$ cat src/rtl/seq_mem_d1_ctrl.sv
// Request-side controller for a one-port sequential memory (seq_mem_d1_*).
// Optional out-of-bounds rejection is enabled by defining SEQ_MEM_CTRL_BOUNDS_CHECK_EN.
module seq_mem_d1_ctrl #(
    parameter int unsigned WIDTH    = 32,
    parameter int unsigned SIZE     = 4,
    parameter int unsigned IDX_SIZE = 4,
    parameter int unsigned TIMEOUT  = 15
) (
    input  logic                clk,
    input  logic                reset,

    input  logic                req_valid,
    output logic                req_ready,
    input  logic                req_write,
    input  logic [IDX_SIZE-1:0] req_addr,
    input  logic [WIDTH-1:0]    req_data,

    output logic                rsp_valid,
    input  logic                rsp_ready,
    output logic                rsp_write,
    output logic                rsp_err,
    output logic [WIDTH-1:0]    rsp_data,

    output logic [IDX_SIZE-1:0] mem_addr0,
    output logic                mem_read_en,
    output logic                mem_write_en,
    output logic [WIDTH-1:0]    mem_in,
    input  logic [WIDTH-1:0]    mem_out,
    input  logic                mem_read_done,
    input  logic                mem_write_done
);

    localparam int unsigned     CntW    = $clog2(TIMEOUT + 1);
    localparam logic [CntW-1:0] CntLast = CntW'(TIMEOUT - 1);

    typedef enum logic [1:0] {StIdle, StIssue, StWait, StResp} state_e;

    state_e                state_q, state_d;
    logic [CntW-1:0]       cnt_q, cnt_d;
    logic [IDX_SIZE-1:0]   addr_q, addr_d;
    logic [WIDTH-1:0]      in_q, in_d;
    logic                  ren_q, ren_d;
    logic                  wen_q, wen_d;
    logic                  wr_q, wr_d;
    logic                  err_q, err_d;
    logic [WIDTH-1:0]      data_q, data_d;
    logic                  addr_oob;
    logic                  done_seen;

`ifdef SEQ_MEM_CTRL_BOUNDS_CHECK_EN
    localparam logic [IDX_SIZE:0] SizeLim = (IDX_SIZE + 1)'(SIZE);
    assign addr_oob = {1'b0, req_addr} >= SizeLim;
`else
    assign addr_oob = 1'b0;
`endif

    // Only the strobe matching the latched command kind counts.
    assign done_seen = wr_q ? mem_write_done : mem_read_done;

    always_comb begin
        state_d = state_q;
        cnt_d   = cnt_q;
        addr_d  = addr_q;
        in_d    = in_q;
        ren_d   = 1'b0;
        wen_d   = 1'b0;
        wr_d    = wr_q;
        err_d   = err_q;
        data_d  = data_q;
        case (state_q)
            StIdle: begin
                if (req_valid) begin
                    wr_d   = req_write;
                    addr_d = req_addr;
                    in_d   = req_data;
                    err_d  = 1'b0;
                    data_d = '0;
                    if (addr_oob) begin
                        err_d   = 1'b1;
                        state_d = StResp;
                    end else begin
                        // Enables are registered here so they are high exactly during ISSUE.
                        ren_d   = !req_write;
                        wen_d   = req_write;
                        state_d = StIssue;
                    end
                end
            end
            StIssue: begin
                cnt_d   = '0;
                state_d = StWait;
            end
            StWait: begin
                if (done_seen) begin
                    // Memory clobbers out on writes, so never capture it then.
                    data_d  = wr_q ? '0 : mem_out;
                    err_d   = 1'b0;
                    state_d = StResp;
                end else if (cnt_q == CntLast) begin
                    data_d  = '0;
                    err_d   = 1'b1;
                    state_d = StResp;
                end else begin
                    cnt_d = cnt_q + 1'b1;
                end
            end
            StResp: begin
                if (rsp_ready) begin
                    state_d = StIdle;
                end
            end
            default: state_d = StIdle;
        endcase
    end

    always_ff @(posedge clk or posedge reset) begin
        if (reset) begin
            state_q <= StIdle;
            cnt_q   <= '0;
            addr_q  <= '0;
            in_q    <= '0;
            ren_q   <= 1'b0;
            wen_q   <= 1'b0;
            wr_q    <= 1'b0;
            err_q   <= 1'b0;
            data_q  <= '0;
        end else begin
            state_q <= state_d;
            cnt_q   <= cnt_d;
            addr_q  <= addr_d;
            in_q    <= in_d;
            ren_q   <= ren_d;
            wen_q   <= wen_d;
            wr_q    <= wr_d;
            err_q   <= err_d;
            data_q  <= data_d;
        end
    end

    assign req_ready    = (state_q == StIdle);
    assign rsp_valid    = (state_q == StResp);
    assign rsp_write    = wr_q;
    assign rsp_err      = err_q;
    assign rsp_data     = data_q;
    assign mem_addr0    = addr_q;
    assign mem_in       = in_q;
    assign mem_read_en  = ren_q;
    assign mem_write_en = wen_q;

endmodule

$ cat config.mk
export PLATFORM = sky130hd
export DESIGN_NAME = seq_mem_d1_ctrl
export DESIGN_NICKNAME = d
export VERILOG_FILES = /design/src/rtl/seq_mem_d1_ctrl.sv
export SDC_FILE = /design/constraint.sdc
export NUM_CORES = 1
export LEC_CHECK = 0
export CORE_ASPECT_RATIO = 0.7
export CORE_MARGIN = 4
export CORE_UTILIZATION = 44
export CTS_CLUSTER_SIZE = 28
export DETAILED_ROUTE_END_ITERATION = 8
export GPL_ROUTABILITY_DRIVEN = 0
export GPL_TIMING_DRIVEN = 0
export PLACE_DENSITY = 0.87
export SYNTH_ARGS = -nofsm -noshare
export SYNTH_HDL_FRONTEND = slang
export SYNTH_SLANG_ARGS = --single-unit
$ cat constraint.sdc
create_clock -name clk -period 3.2 [get_ports clk]
set_input_delay 0.32 -clock clk [delete_from_list [all_inputs] [get_ports clk]]
set_output_delay 0.32 -clock clk [all_outputs]
set_load 0.05 [all_outputs]
Word-level counts from Yosys, hierarchy flattened
Cells that the tools add are included.
{"block": "totals", "wordCells": 49, "out_inout_bits": 74, "regBits": 78}
{"block": "classes", "addsub": 1, "reduce_logical": 8, "n_mux": 22, "eq_ne": 9}
{"cell": "$mux W32", "count": 4}
{"cell": "$pmux W32 S2", "count": 1}
{"cell": "$reduce_and A3 Y1", "count": 3}
{"cell": "$mux W1", "count": 8}
{"cell": "$mux W2", "count": 4}
{"cell": "$mux W4", "count": 2}
{"cell": "$pmux W2 S4", "count": 1}
{"cell": "$pmux W4 S2", "count": 1}
{"cell": "$ne A2 B2 Y1 const B", "count": 3}
{"cell": "$add A4 B1 Y4 const B", "count": 1}
{"cell": "$eq A2 B2 Y1 const B", "count": 2}
{"cell": "$eq A4 B4 Y1 const B", "count": 1}
{"cell": "$reduce_bool A2 Y1", "count": 2}
{"cell": "$ne A3 B3 Y1 const B", "count": 1}
{"cell": "$eq A2 B1 Y1 const B", "count": 1}
{"cell": "$logic_not A2 Y1", "count": 1}
{"cell": "$ne A2 B1 Y1 const B", "count": 1}
{"cell": "$pmux W1 S2", "count": 1}
{"cell": "$reduce_and A2 Y1", "count": 1}
{"cell": "$logic_not A1 Y1", "count": 1}

Logic depth before layout (Yosys ltp)
{"block": "logic_depth", "word_depth": 4, "ltp_mapped": 6, "mapped_depth_nobuf": 5}

Least setup slack after synthesis
No wires, ideal clock.
{"block": "synth_timing", "path_kind": "flip-flop to flip-flop", "from": "reg state_q[0]", "to": "reg addr_q[3] (netlist: mem_addr0[3])", "arrival_ps": 1849, "path_buffers": 2, "slack_ps": 1223, "stages_incl_launch_ff": 7, "path_cell_list": "dfrtp_1 inv_1 ha_1 nand2_1 buf_2 buf_4 mux2_1"}
{"block": "synth_via", "elab_chain_cells": 2}
{"element": "from (decl)", "line": "38", "source": "state_e state_q, state_d;"}
{"element": "from (signal assigned)", "line": "118", "source": "state_q <= StIdle;"}
{"element": "from (signal assigned)", "line": "128", "source": "state_q <= state_d;"}
{"element": "$logic_not A2 Y1"}
{"element": "via req_ready", "line": "13", "source": "output logic req_ready,"}
{"element": "$reduce_and A2 Y1 (no line)"}
{"element": "to (signal assigned)", "line": "130", "source": "addr_q <= addr_d;"}
{"element": "to (decl)", "line": "40", "source": "logic [IDX_SIZE-1:0] addr_q, addr_d;"}
The timed path passes the listed nets, and every way through them passes these cells.
A chain may end at the register's enable or synchronous reset.

Final worst setup path
{"block": "layout_timing", "from": "reg state_q[0]", "to": "out req_ready"}
{"block": "layout_via", "elab_chain_cells": 1}
{"element": "$logic_not A2 Y1", "line": "140", "source": "assign req_ready = (state_q == StIdle);"}
{"element": "to (decl)", "line": "13"}
No other way between the ends.

==> results.py <==
metrics = {
    "synth": {
        "synth_top_area_frac": 0.6349,
        "yosys_warnings": 0,
        "ys_seq_area_frac": 0.6349,
        "synth_top_cell_by_area": "dfrtp_1",
        "syn_inst": 201,
        "synth_fp_nets": 282,
        "ys_seq_elements": 78,
        "synth_area_leaders": "dfrtp_1 63%, mux2_1 14%, a22o_1 9.1%",
        "synth.cell_area_um2": 3074,
        "syn_area_per_cell_um2": 15.29,
        "ys_types": 28,
    },
    "pwr": {
        "fin_total_pwr_w": 0.006046,
        "power.density_nw_per_um2": 1236,
        "peakVddDrop_v": 0.0006870,
        "netSwitchingPower_w": 0.002914,
        "seq_power_share": 0.283,
        "netSwitchingFraction": 0.4819,
        "clkPwrFrac": 0.116,
        "pwr-share-comb": 0.601,
        "p_leak_nw": 2.161,
        "p_int_w": 0.003132,
    },
    "worst_setup_path": {
        "path_class": "reg2out",
        "cp.required_ps": 2880,
        "worstPathArrival_ps": 1980,
        "r2r_end": "rsp_data[1]",
        "reg2reg_from": "state_q[0]",
        "path_max_fanout": 7,
        "cp-end-kind": "output pin",
        "start_kind": "flip-flop",
        "ff2ff_setup_slack_ps": 1340,
        "rr_worst_depth": 6,
    },
    "sta": {
        "slew_violations": 0,
        "rsz0062_at_grt": "false",
        "final-setup-viol-count": 0,
        "fmax_mhz": 434.0,
        "hold_viol": 0,
        "slew_headroom": 0.6445,
        "fin_crit_sh": 0.7201,
        "finalCriticalPeriod_ps": 2304,
        "finClkSkew_ps": 6.376,
        "tns_ps": 0,
        "worst_slew_pin_slew_ps": 531.6,
    },
    "clock_tree": {
        "clk_pin_slew_ps": 80,
        "cts_resized": 0,
        "cts_tree": "yes",
        "clock-sinks": 78,
        "h-tree-depth": 3,
        "cts_hold_buffers": 0,
        "clockBufferDepth": 2,
        "clock_latency_ps": 330,
        "cts_made_buffers": 9,
        "cts_root_buf": "clkbuf_8",
        "post_cts_buffers": 0,
    },
    "grt": {
        "track_usage": 0.1961,
        "grt_max_degree": 59,
        "antenna_found_initial": 0,
        "grt_overflow": 0,
        "grt_pass1_wl_um": 12770,
        "grt_pass1_vias": 2484,
    },
    "placed_design": {
        "hpwl_um": 6080,
        "port_buffers": 148,
        "dp_cells": 444,
    },
    "layout": {
        "diodes": 0,
        "drive_above_1_share": 0.09290,
        "nFillCells": 486,
        "post-route-util": 0.7241,
        "layout.nets": 442,
        "syn_to_final_growth_pct": 59.14,
        "stdcell_count": 460,
    },
    "floorplan": {
        "core_area_um2": 6756,
        "die_h_um": 77.94,
        "initial_utilization": 0.4550,
        "die_w_um": 107.9,
        "die_area_um2": 8410,
        "placementRows": 25,
        "ioPinCount": 149,
    },
    "route": {
        "drtIter0Drc": 75,
        "drc_errors": 0,
        "postRouteAntennaNets": 0,
        "firstDrtPassIters": 4,
        "wl_per_cell_um": 17.40,
        "vias": 2311,
        "viasPerCell": 5.024,
        "drt-total-wl_um": 8003,
    },
    "flow_run": {
        "max-cap-violations": 0,
    },
    "status": {
        "status": "complete, no violations",
    },
    "min_path": {
        "hp-class": "in2async",
    },
}
[worst max path at each step]
stage / startpoint / endpoint / slack (ps) / depth (start not counted)
6_report: state_q[0] / req_ready / 900 / 3
5_1_grt: state_q[0] / req_ready / 750 / 3
4_1_cts: state_q[0] / req_ready / 870 / 3
3_5_place_dp: state_q[0] / req_ready / 1270 / 3
3_3_place_gp: reset / mem_addr0[1] / -400 / 2
2_1_floorplan: reset / cnt_q[0] / 880 / 1
[cells by family after synthesis]
group / share of synthesized area
multiplexers: 0.1522
AO/OA/AOI/OAI: 0.1188
adder cells (fa/ha/maj): 0.02442
flip-flops: 0.6349
buffers and inverters: 0.03012
AND/OR/NAND/NOR: 0.03663
XOR/XNOR: 0.002850
[per-layer routing]
layer / up-vias / track usage / share of wire
li1: 1053 / - / -
met1: 1172 / 0.2368 / 0.41
met2: 76 / 0.3393 / 0.51
met3: 10 / 0.05819 / 0.063
met4: 0 / 0.05801 / 0.014
met5: - / 0 / 0
[per-stage QoR]
stage	setup slack, ps	cell area [µm²]	hold slack [ps]
finish	895.8	4892	287.1
global route	747.0	4892	295.7
CTS	868.9	4892	277.4
detailed placement	1265	4703	480.8
global placement	-395.7	4673	472.9
floorplan	885.0	3074	386.4
[placed cells by master, fill, tap and decap left out, drive strengths merged, types with 3 or more instances in the layout]
| cell type | instances |
|---|---|
| clkdlybuf4s50 | 148 |
| dfrtp | 78 |
| mux2 | 38 |
| a22o | 32 |
| buf | 11 |
| clkbuf | 9 |
| ha | 6 |
| nand2 | 5 |
| inv | 5 |
| mux2i | 4 |
| clkinv | 4 |
| nand2b | 3 |
| nand3 | 3 |
[synth_stat cells, drive strengths merged]
cell type,n
a21boi,1
inv,5
a31oi,1
mux2,38
nand2b,3
buf,10
a21o,1
a211oi,1
nor2,2
a32o,1
mux2i,4
ha,6
a311oi,1
nand2,5
and3,1
nor3b,1
xor2,1
a41oi,1
nor2b,2
a22o,32
nand3,3
and4,1
a21oi,2
dfrtp,78
[worst max-delay path, stage by stage (launching register included)]
cell             delay (ps)
dfrtp_1                 410
inv_1                   110
ha_1                    270
clkdlybuf4s50_1         860
[registers in the layout (all words and copies together) (netlist names)]
register / cells
mem_read_en: 1
rsp_write: 1
state_q: 2
mem_write_en: 1
mem_in: 32
rsp_err: 1
mem_addr0: 4
cnt_q: 4
rsp_data: 32
[layout make-up]
| cell class | count | area [µm²] | share of cell area |
|---|---|---|---|
| Sequential cell | 78 | 1952 | 0.3990 |
| Buffer | 10 | 73.82 | 0.01509 |
| Clock buffer | 9 | 123.9 | 0.02532 |
| Tap cell | 94 | 117.6 | 0.02404 |
| Clock inverter | 7 | 65.06 | 0.01330 |
| Inverter | 5 | 21.27 | 0.004348 |
| Timing Repair Buffer | 149 | 1509 | 0.3084 |
| Multi-Input combinational cell | 108 | 1030 | 0.2105 |
[power by group through the flow]
stage	clock [W]	combinational [W]	sequential, W
after detailed placement	0	0.00366	0.00173
after floorplan	0	0.000858	0.00325
after global routing	0.000773	0.00379	0.00178
final	0.000701	0.00363	0.00171
after global placement	0	0.00358	0.00170
after CTS	0.000724	0.00367	0.00172
No activity file was read; power rests on OpenSTA's default activity.
==> patch: new RTL, same flow settings <==
Set the parameter `WIDTH` to 48 (it was 32).
--- a/src/rtl/seq_mem_d1_ctrl.sv
+++ b/src/rtl/seq_mem_d1_ctrl.sv
@@ -1,7 +1,7 @@
 // Request-side controller for a one-port sequential memory (seq_mem_d1_*).
 // Optional out-of-bounds rejection is enabled by defining SEQ_MEM_CTRL_BOUNDS_CHECK_EN.
 module seq_mem_d1_ctrl #(
-    parameter int unsigned WIDTH    = 32,
+    parameter int unsigned WIDTH    = 48,
     parameter int unsigned SIZE     = 4,
     parameter int unsigned IDX_SIZE = 4,
     parameter int unsigned TIMEOUT  = 15
Interface: changed (resized mem_in, mem_out, req_data and rsp_data); port bits go from 149 to 213. The function was not compared with the original's and may differ.
==> patch against the unedited design <==
- routed wire length rose by 42%
- total power rose by 35%
- area after synthesis rose by 37%
- setup slack gained 4.4 ps
- sequential cell count up 32
- die area rose by 33%
- hold slack better by 120 ps
- critical path type unchanged
- design area increased by 39%
==> patch: results (changes against the unedited design) <==
- Async set-or-reset flop fraction in the synthesized netlist: 100% (unchanged)
- Filler Cell Count: 582 (+20%)
- Maximum buffer depth of the clock tree: 2 (unchanged)
- The yosys synthesis warning count is 0 (unchanged).
* Resize count post-CTS: 0 (unchanged)
* Post-route standard cell area excluding fillers: 0.00682 mm^2 (+39%)
- Maximum number of pins on one net before global-route repair: 44 (-25%)
- Area fraction in compound gates after synthesis: 11.6% (-0.26 points)
- Fraction of layout instances using a drive strength above 1: 17.8% (+8.5 points)
- The number of vias per cell after detailed routing is 4.96 (-1.3%).
- Maximum single-stage delay on the critical path: 850 ps
- The slack of the worst reg-to-reg path is 1250 ps (-90 ps).
- Number of distinct library cells after synthesis: 23 (-18%)
* Diode insertion count for antenna repair: 0 (unchanged)
- Antenna violations before repair: 0 (unchanged)
* H-tree Lvls: 3 (unchanged)
- In this run the critical register-to-register path is captured at mem_in[3]$_DFFE_PP0P_.
* Min-delay worst type: in2async
* Biggest area contributors in the synthesized netlist: dfrtp_1 (66%), mux2_2 (14%), a22o_1 (10%), ha_1 (1.8%), buf_2 (1.3%)
- The clock latency reported for the late side of the worst-skew pair is 330 ps (about the same).
* Crit-path slowest cell: clkdlybuf4s50_1
* 1st-iter DRT viols: 127 (+69%)
- CP Data Arrival Time: 1980 ps (about the same)
- Post-CTS Hold Fix Bufs: 0 (unchanged)
* Kind of cell adding the most delay to the critical path: buffers and inverters
* Leakage power: 0.00301 uW (+39%)
* Result of the run: finished clean
- The first-pass detailed-route iteration total came to 4 (unchanged).
* Worst-Margin Slew: 593 ps (+61.2 ps)
* Crit path max fanout: 6 (-1)
- The wire length of the first global-routing pass came to 18300 um (+43%).
- The depth of the worst register-to-register path is 5 (-1).
- The routed wire length is 11300 um (+42%).
* Clock transition at the registers of the reported paths: 70 ps
- Clock Skew: 5.25 ps (-1.13 ps)
- Adder-Cell Fraction of Synth Area: 1.79% (-0.65 points)
* DPL Wire Length: 8660 um (+42%)
- TritonCTS Buffers: 9 (unchanged)
* Fraction of synthesized area in multiplexers: 16.1% (+0.90 points)
- Net count after synthesis: 382 (+35%)
- The sequential share of the synthesized area was 65.6% (+2.1 points).
- Maximum vdd drop: 0.887 mV (+29%)
- After synthesis, the most frequently instantiated cells are dfrtp_1 (110), mux2_2 (53), a22o_1 (48).
- The buffer count from post-CTS setup fixing is 0 (unchanged).
- The area share of xor/xnor cells in the synthesized design was 0.209% (-0.076 points).
- Net count of the finished layout: 607 (+37%)
* Root Driver: clkbuf_16
* IO Port Bufs: 212 (+43%)
- The number of global-route vias before repair came to 3416 (+38%).
- The area after detailed placement came to 0.00652 mm^2 (+39%).
- Total track usage: 20.2% (+0.64 points)
- Critical Path Source: state_q[0]$_DFFE_PP0P_
-- patch: cell count changes after synthesis, moves of 6 or more --
cell	change
mux2_2	+53
a22o_1	+16
buf_2	+6
mux2_1	-38
dfrtp_1	+32
-- patch: final cells by class --
cell class / instances / share of cell area (%)
buffer: 16 / 1.41
clock buffer: 11 / 3.56
clock inverter: 5 / 0.862
inverter: 5 / 0.330
multi-input combinational: 138 / 19.5
sequential: 110 / 40.4
tap: 124 / 2.27
timing repair buffer: 214 / 31.7
-- patch: per-stage QoR --
| stage | hold slack [ps] | worst slack, ps | instances |
|---|---|---|---|
| after floorplan | 386 | 1180 | 269 |
| after global placement | 482 | 545 | 605 |
| after detailed placement | 484 | 1180 | 607 |
| after CTS | 413 | 889 | 623 |
| after global routing | 453 | 841 | 623 |
| final | 411 | 900 | 623 |
-- patch: power by group --
| group | internal, uW | switching [uW] |
|---|---|---|
| Combinational | 1780 | 2950 |
| Sequential | 1990 | 339 |
| Clock | 629 | 480 |
| Total | 4400 | 3770 |
-- patch: worst max-delay path by stage --
stage	endpoint	slack, ps
after global routing	req_ready	840
after floorplan	rsp_data[10]$_DFFE_PP0P_	1180
final	req_ready	900
after global placement	rsp_data[42]$_DFFE_PP0P_	550
after CTS	req_ready	890
after detailed placement	mem_in[3]$_DFFE_PP0P_	1180
-- patch: worst register-to-register path: cells and delay by family (launching register included) --
family                   cells  cell delay (ps)
flip-flops                   1              380
multiplexers                 1              390
adder cells (fa/ha/maj)      1              280
AND/OR/NAND/NOR              1              340
buffers and inverters        2              460
-- patch: per-layer routing --
layer | GRT usage (%) | wire, um | vias to the layer above
met2 | 33.9 | 5400 | 132
li1 | - | - | 1432
met4 | 4.11 | 83 | 0
met1 | 25.3 | 4910 | 1516
met3 | 7.64 | 946 | 9
met5 | 0 | 0 | -
